## src/rtl/rom_burst_reader_pkg.sv

```systemverilog
// rtl/rom_burst_reader_pkg.sv - content modes, FSM states and the ROM word generator for rom_burst_reader
package rom_burst_pkg;

  localparam int MODE_ONEHOT = 0;
  localparam int MODE_THERM  = 1;
  localparam int MODE_ADDR   = 2;

  // Widest word / address the generator can describe; instances truncate to their own widths.
  localparam int ROM_MAX_W  = 64;
  localparam int ROM_MAX_AW = 32;

  typedef enum logic {
    IDLE  = 1'b0,
    BURST = 1'b1
  } state_t;

  // Word stored at addr for the given pattern; unpopulated addresses (>= depth) read as zero.
  function automatic logic [ROM_MAX_W-1:0] rom_word(
    input logic [ROM_MAX_AW-1:0] addr,
    input int                    mode,
    input int                    depth,
    input int                    data_w
  );
    logic [ROM_MAX_W-1:0] word;
    logic [5:0]           bit_pos;
    word    = '0;
    bit_pos = 6'(addr % ROM_MAX_AW'(data_w));
    if (addr < ROM_MAX_AW'(depth)) begin
      case (mode)
        MODE_ONEHOT: word = ROM_MAX_W'(1) << bit_pos;
        // 2<<63 wraps to zero, so the top position still yields all ones
        MODE_THERM:  word = (ROM_MAX_W'(2) << bit_pos) - ROM_MAX_W'(1);
        MODE_ADDR:   word = ROM_MAX_W'(addr);
        default:     word = '0;
      endcase
    end
    return word;
  endfunction

endpackage

```

## src/rtl/rom_burst_reader_if.sv

```systemverilog
// rtl/rom_burst_reader_if.sv - request/response bus of rom_burst_reader (optional ROM_BURST_PARITY_EN signals)
interface rom_burst_reader_if #(
  parameter int DATA_W = 16,
  parameter int ADDR_W = 4
);

  logic              req_valid;
  logic              req_ready;
  logic [ADDR_W-1:0] req_addr;
  logic [ADDR_W-1:0] req_len;
  logic              rsp_valid;
  logic              rsp_ready;
  logic [DATA_W-1:0] rsp_data;
  logic [ADDR_W-1:0] rsp_addr;
  logic              rsp_last;

`ifdef ROM_BURST_PARITY_EN
  logic              rsp_par;
  logic              err_inj;

  modport master (
    output req_valid, req_addr, req_len, rsp_ready, err_inj,
    input  req_ready, rsp_valid, rsp_data, rsp_addr, rsp_last, rsp_par
  );

  modport slave (
    input  req_valid, req_addr, req_len, rsp_ready, err_inj,
    output req_ready, rsp_valid, rsp_data, rsp_addr, rsp_last, rsp_par
  );
`else
  modport master (
    output req_valid, req_addr, req_len, rsp_ready,
    input  req_ready, rsp_valid, rsp_data, rsp_addr, rsp_last
  );

  modport slave (
    input  req_valid, req_addr, req_len, rsp_ready,
    output req_ready, rsp_valid, rsp_data, rsp_addr, rsp_last
  );
`endif

endinterface

```

## src/rtl/rom_burst_reader_table.sv

```systemverilog
// rtl/rom_burst_reader_table.sv - combinational ROM content generator, address in, word out
module rom_burst_table
  import rom_burst_pkg::*;
#(
  parameter int DATA_W = 16,
  parameter int ADDR_W = 4,
  parameter int DEPTH  = 16,
  parameter int MODE   = MODE_ONEHOT
) (
  input  logic [ADDR_W-1:0] addr,
  output logic [DATA_W-1:0] data
);

  // Pure function of the address; with constant parameters this folds to a fixed table.
  // In address-echo mode the cast drops address bits above DATA_W.
  always_comb data = DATA_W'(rom_word(ROM_MAX_AW'(addr), MODE, DEPTH, DATA_W));

endmodule

```

## src/rtl/rom_burst_reader.sv

```systemverilog
// rtl/rom_burst_reader.sv - burst-read engine over a parametrised pattern ROM (optional ROM_BURST_PARITY_EN)
module rom_burst_reader
  import rom_burst_pkg::*;
#(
  parameter int DATA_W = 16,
  parameter int ADDR_W = 4,
  parameter int DEPTH  = 16,
  parameter int MODE   = MODE_ONEHOT
) (
  input  logic               clk,
  input  logic               rst_n,
  rom_burst_reader_if.slave  bus,
  output logic               busy
);

  state_t            state;
  state_t            state_nxt;
  logic [ADDR_W-1:0] cur_addr;
  logic [ADDR_W-1:0] rem;
  logic              slot_free;
  logic              accept;
  logic              load;
  logic [DATA_W-1:0] rom_data;

  // The output slot can take a new beat when it is empty or being drained this cycle.
  assign slot_free = !bus.rsp_valid || bus.rsp_ready;
  assign busy      = (state == BURST) || bus.rsp_valid;

  rom_burst_table #(
    .DATA_W (DATA_W),
    .ADDR_W (ADDR_W),
    .DEPTH  (DEPTH),
    .MODE   (MODE)
  ) u_table (
    .addr (cur_addr),
    .data (rom_data)
  );

  // Next-state, request acceptance and beat-load decode.
  always_comb begin
    state_nxt     = state;
    accept        = 1'b0;
    load          = 1'b0;
    bus.req_ready = 1'b0;
    case (state)
      IDLE: begin
        bus.req_ready = slot_free;
        if (bus.req_valid && slot_free) begin
          accept    = 1'b1;
          state_nxt = BURST;
        end
      end
      BURST: begin
        if (slot_free) begin
          load = 1'b1;
          if (rem == '0) begin
            state_nxt = IDLE;
          end
        end
      end
      default: state_nxt = IDLE;
    endcase
  end

  // State register.
  always_ff @(posedge clk or negedge rst_n) begin
    if (!rst_n) begin
      state <= IDLE;
    end else begin
      state <= state_nxt;
    end
  end

  // Burst address and remaining-beat counter; the address wraps around the address space.
  always_ff @(posedge clk or negedge rst_n) begin
    if (!rst_n) begin
      cur_addr <= '0;
      rem      <= '0;
    end else if (accept) begin
      cur_addr <= bus.req_addr;
      rem      <= bus.req_len;
    end else if (load) begin
      cur_addr <= cur_addr + 1'b1;
      rem      <= rem - 1'b1;
    end
  end

  // One-entry output slot: load a beat when free, otherwise hold until the consumer takes it.
  always_ff @(posedge clk or negedge rst_n) begin
    if (!rst_n) begin
      bus.rsp_valid <= 1'b0;
      bus.rsp_data  <= '0;
      bus.rsp_addr  <= '0;
      bus.rsp_last  <= 1'b0;
`ifdef ROM_BURST_PARITY_EN
      bus.rsp_par   <= 1'b0;
`endif
    end else if (load) begin
      bus.rsp_valid <= 1'b1;
      bus.rsp_data  <= rom_data;
      bus.rsp_addr  <= cur_addr;
      bus.rsp_last  <= (rem == '0);
`ifdef ROM_BURST_PARITY_EN
      bus.rsp_par   <= (^rom_data) ^ bus.err_inj;
`endif
    end else if (bus.rsp_ready) begin
      bus.rsp_valid <= 1'b0;
    end
  end

endmodule
```

## src/flat_wrapper.sv

```systemverilog
// flat-port wrapper written by rule: the top's interface ports become plain ports
module rom_burst_reader_flat import rom_burst_pkg::*;
#(
  parameter int DATA_W = 16,
  parameter int ADDR_W = 4,
  parameter int DEPTH  = 16,
  parameter int MODE   = MODE_ONEHOT
)
  (clk, rst_n, busy, bus_req_valid, bus_req_addr, bus_req_len, bus_rsp_ready, bus_req_ready, bus_rsp_valid, bus_rsp_data, bus_rsp_addr, bus_rsp_last);
  rom_burst_reader_if #(.DATA_W(DATA_W), .ADDR_W(ADDR_W)) bus_i ();
  input  logic clk;
  input  logic rst_n;
  output logic busy;
  input wire logic [$bits(bus_i.req_valid)-1:0] bus_req_valid;
  input wire logic [$bits(bus_i.req_addr)-1:0] bus_req_addr;
  input wire logic [$bits(bus_i.req_len)-1:0] bus_req_len;
  input wire logic [$bits(bus_i.rsp_ready)-1:0] bus_rsp_ready;
  output wire logic [$bits(bus_i.req_ready)-1:0] bus_req_ready;
  output wire logic [$bits(bus_i.rsp_valid)-1:0] bus_rsp_valid;
  output wire logic [$bits(bus_i.rsp_data)-1:0] bus_rsp_data;
  output wire logic [$bits(bus_i.rsp_addr)-1:0] bus_rsp_addr;
  output wire logic [$bits(bus_i.rsp_last)-1:0] bus_rsp_last;
  assign bus_i.req_valid = bus_req_valid;
  assign bus_i.req_addr = bus_req_addr;
  assign bus_i.req_len = bus_req_len;
  assign bus_i.rsp_ready = bus_rsp_ready;
  assign bus_req_ready = bus_i.req_ready;
  assign bus_rsp_valid = bus_i.rsp_valid;
  assign bus_rsp_data = bus_i.rsp_data;
  assign bus_rsp_addr = bus_i.rsp_addr;
  assign bus_rsp_last = bus_i.rsp_last;
  rom_burst_reader #(.DATA_W(DATA_W), .ADDR_W(ADDR_W), .DEPTH(DEPTH), .MODE(MODE)) u_core (.clk(clk), .rst_n(rst_n), .bus(bus_i), .busy(busy));
endmodule
```

## config.mk

```make
export PLATFORM = sky130hd
export DESIGN_NAME = rom_burst_reader_flat
export DESIGN_NICKNAME = d
export VERILOG_FILES = /design/src/rtl/rom_burst_reader_pkg.sv /design/src/rtl/rom_burst_reader_if.sv /design/src/rtl/rom_burst_reader_table.sv /design/src/rtl/rom_burst_reader.sv /design/src/flat_wrapper.sv
export SDC_FILE = /design/constraint.sdc
export NUM_CORES = 1
export LEC_CHECK = 0
export CAP_MARGIN = 25
export CORE_ASPECT_RATIO = 0.5
export CORE_UTILIZATION = 35
export DETAILED_ROUTE_END_ITERATION = 8
export PLACE_DENSITY_LB_ADDON = 0.15
export REMOVE_ABC_BUFFERS = 1
export SLEW_MARGIN = 40
export SYNTH_ARGS = -nofsm -noshare
export SYNTH_HDL_FRONTEND = slang
export SYNTH_SLANG_ARGS = --single-unit
```

## constraint.sdc

```tcl
create_clock -name clk -period 1.2 [get_ports clk]
set_input_delay 0.18 -clock clk [delete_from_list [all_inputs] [get_ports clk]]
set_output_delay 0.18 -clock clk [all_outputs]
set_load 0.005 [all_outputs]
```

==> key figures <==
Timing
  – Final hold vios: 0
  – Worst Skew: 0.00188 ns
  – Min Hold Slack: 0.256 ns
  – RSZ-0062 raised after global routing: true
  – Tcrit/Tclk final: 1.15
  – Setup TNS: -2.62 ns
  – Fin crit period: 1.38 ns
  – Fmax: 725 MHz
  – Final setup violation count: 32
  – Worst Tran Pin Value: 0.321 ns
  – Slack of the critical path: -0.179 ns
  – Slew HR: 0.785
  – Final slew viol count: 0

Drt
  – Metal3 WL: 216 µm
  – Routed len/inst: 15.0 µm
  – Vias: 1538
  – WL met2: 2220 µm
  – Top Metal Used: met4
  – 1st-iter DRT viols: 64
  – Detail Route Antenna Nets: 0
  – Post-Route WL: 4480 µm
  – DRC: 0
  – Vias per cell: 5.16
  – Wl on met1: 1960 µm
  – Initial DRT Pass Iterations: 4

Logic synthesis
  – Most used DFF post-synth: dfrtp_1
  – Yosys reg bits: 31
  – Synth Cell Area: 0.00156 mm²
  – Post-synth cell types: 36
  – Avg Cell Area, Syn: 9.29 µm²
  – Ys Warns: 0
  – Yosys top cell by area: dfrtp_1
  – Post-synthesis sequential area ratio: 0.497
  – Post-synth EDFFs: 0
  – Area contributors post-synth: dfrtp_1, o21ai_0, ha_1, nand2_1, nand3_1
  – Synth top area share: 0.497
  – Async SR Flop Fraction: 1.00
  – Post-synthesis cell count: 168

Power and ir drop
  – Power density over cell area: 2470 mW/mm²
  – P_int: 0.00403 W
  – Power, Total: 0.00630 W
  – Worst VDD drop: 1090 µV
  – Switching Power: 0.00227 W
  – Sequential Power Share: 0.278
  – Leakage: 1.23 nW
  – Clk pwr share: 0.174
  – Logic gate share of total power: 0.548
  – Switching portion of total power: 0.360

Floorplanning
  – DIE HEIGHT: 49.2 µm
  – Io pins: 36
  – Initial core utilization: 0.382
  – Rows: 16
  – Die width: 96.5 µm
  – Die Area: 0.00475 mm²
  – Core ar.: 0.00408 mm²

Placement
  – Area of placed instances: 0.00208 mm²
  – Number of port buffers: 35
  – HPWL reported at the end of detailed placement: 2590 µm
  – Placer Congestion: 0.847

Cells and area
  – Growth of design area from synthesis to finish: 63.1%
  – End-of-flow core utilization: 0.623
  – Filler cell count: 352
  – Ant diodes: 0
  – Ratio of cells with drive above 1 in the final layout: 0.340
  – Design Area, Final: 0.00255 mm²
  – Fin nets: 262

Setup path
  – Crit path kind: reg2reg
  – Critical Path Sink Type: flop
  – Critical path buffer and inverter count: 1
  – CP peak stage delay: 0.49 ns
  – Worst r2r src: u_core.bus.rsp_valid
  – Reg2Reg Depth: 4
  – Nature of the critical path startpoint: flop
  – CP max FO: 7
  – R2r endpoint: u_core.cur_addr[3]
  – CP Data Arrival Time: 1.60 ns
  – CP max stage cell: or4_1
  – Required time worst endpoint: 1.42 ns
  – Worst path cell trace: buf_6, and2b_4, or4_1, nand4_1
  – Worst path top cell family by delay: simple AND/OR/NAND/NOR gates
  – Flop2flop setup slack: -0.18 ns

Clock tree
  – Hold-fix buffers, CTS: 0
  – CTS Buf Count: 5
  – H-tree lvl count: 2
  – Clk root buf: clkbuf_8
  – CTS tree: built
  – Clock slew at reported path FFs: 0.07 ns
  – Skew-Pair Late Insertion Delay: 0.28 ns
  – Clock Sinks: 31
  – Max Buffers Root-to-Sink: 2

Global route
  – Grt ovf: 0
  – Vias in the first global route: 1461
  – Largest net degree at the start of global routing: 32
  – First-pass GRT wire length: 6860 µm
  – Initial antenna violation count: 0
  – GRT Overall Usage: 0.192

Worst hold path
  – Worst min path class: in2async

Flow run
  – Maxcap violations: 0

Run status
  – Status: finished, violations left
  – Failing checks: negative setup slack
-- registers in the layout, summed over array words and instances (netlist names) --
signal and flops:
u_core.bus.rsp_addr 4, u_core.bus.rsp_valid 1, u_core.bus.rsp_data 16, u_core.bus.rsp_last 1
u_core.state 1, u_core.rem 4, u_core.cur_addr 4
-- layout by cell type, fill, tap and decap left out, types with 2 or more instances in the layout --
cell | netlist | routed
o22a_1 | 2 | 2
dlygate4sd2_1 | 0 | 21
buf_4 | 1 | 33
o21ai_2 | 0 | 2
nand2b_1 | 5 | 3
nor2b_1 | 3 | 2
nand2_1 | 16 | 13
nand2b_4 | 0 | 2
a21oi_1 | 2 | 2
clkdlybuf4s50_1 | 0 | 11
ha_1 | 7 | 4
nand2_2 | 0 | 2
o21ai_0 | 42 | 33
nand3_1 | 8 | 8
nand4_1 | 2 | 2
nor2_1 | 6 | 3
ha_2 | 0 | 2
clkbuf_16 | 0 | 2
clkbuf_8 | 0 | 6
inv_1 | 7 | 7
buf_6 | 1 | 9
o21ai_1 | 2 | 9
dfrtp_1 | 31 | 31
nor2_4 | 0 | 3
buf_8 | 0 | 2
-- through the flow --
step	worst slack, ns	instances
final	-0.179	298
after global routing	-0.205	298
after CTS	-0.123	286
after detailed placement	-0.385	265
after global placement	-0.368	265
after floorplan	-0.196	155
-- synthesized netlist by cell type, drive strengths merged (3+ instances only) --
cell	instances
o21ai	44
dfrtp	31
nand2	16
inv	8
nand3	8
buf	7
ha	7
clkbuf	6
nor2	6
nand2b	5
nor2b	3
-- worst register-to-register path, cell delays in order (launching register included) --
cell     delay [ns]
dfrtp_1        0.41
buf_6          0.14
and2b_4        0.19
or4_1          0.49
nand4_1        0.10
-- worst max path at each step --
stage,endpoint,slack [ns],depth (start not counted),startpoint
2_1_floorplan,u_core.cur_addr[3],-0.20,3,u_core.state
3_3_place_gp,bus_req_ready,-0.37,5,bus_rsp_ready
3_5_place_dp,bus_req_ready,-0.39,5,bus_rsp_ready
4_1_cts,u_core.cur_addr[3],-0.12,4,u_core.bus.rsp_valid
5_1_grt,bus_req_ready,-0.20,5,u_core.state
6_report,u_core.cur_addr[3],-0.18,4,u_core.bus.rsp_valid
-- final cells by class --
cell class | count | area (µm²) | area share
Multi-Input combinational cell | 116 | 800 | 0.314
Inverter | 8 | 32.5 | 0.0128
Timing Repair Buffer | 81 | 753 | 0.296
Clock buffer | 6 | 82.6 | 0.0324
Tap cell | 54 | 67.6 | 0.0265
Sequential cell | 31 | 776 | 0.305
Clock inverter | 2 | 35.0 | 0.0138
-- power by group through the flow --
stage                     registers (W)  clock network (W)  logic, W
after global placement          0.00176                  0   0.00250
after global routing            0.00181            0.00117   0.00379
after floorplan                 0.00184                  0   0.00109
after CTS                       0.00173            0.00111   0.00287
final                           0.00175            0.00110   0.00345
after detailed placement        0.00178                  0   0.00254
-- kinds of logic (layout without fill, tap and decap cells) --
group,Yosys count,after routing,share of synthesized area
fa+ha+maj,7,7,0.0561
simple gates,49,49,0.160
compound gates,59,59,0.216
mux,1,1,0.00721
flops,31,31,0.497
buf+inv,21,97,0.0633
-- routing by layer --
layer | vias up | GRT usage
li1 | 737 | -
met1 | 747 | 0.248
met3 | 11 | 0.0530
met4 | 0 | 0.0686
met2 | 43 | 0.306
met5 | - | 0
-- repair_timing --
action / in CTS / in global routing
buffers inserted: 13 / 10
gates resized for setup: 55 / 24
endpoints found under the setup margin: 49 / 33
gates cloned: 0 / 2
pin swaps: 6 / 4
(Power assumes the default switching activity.)
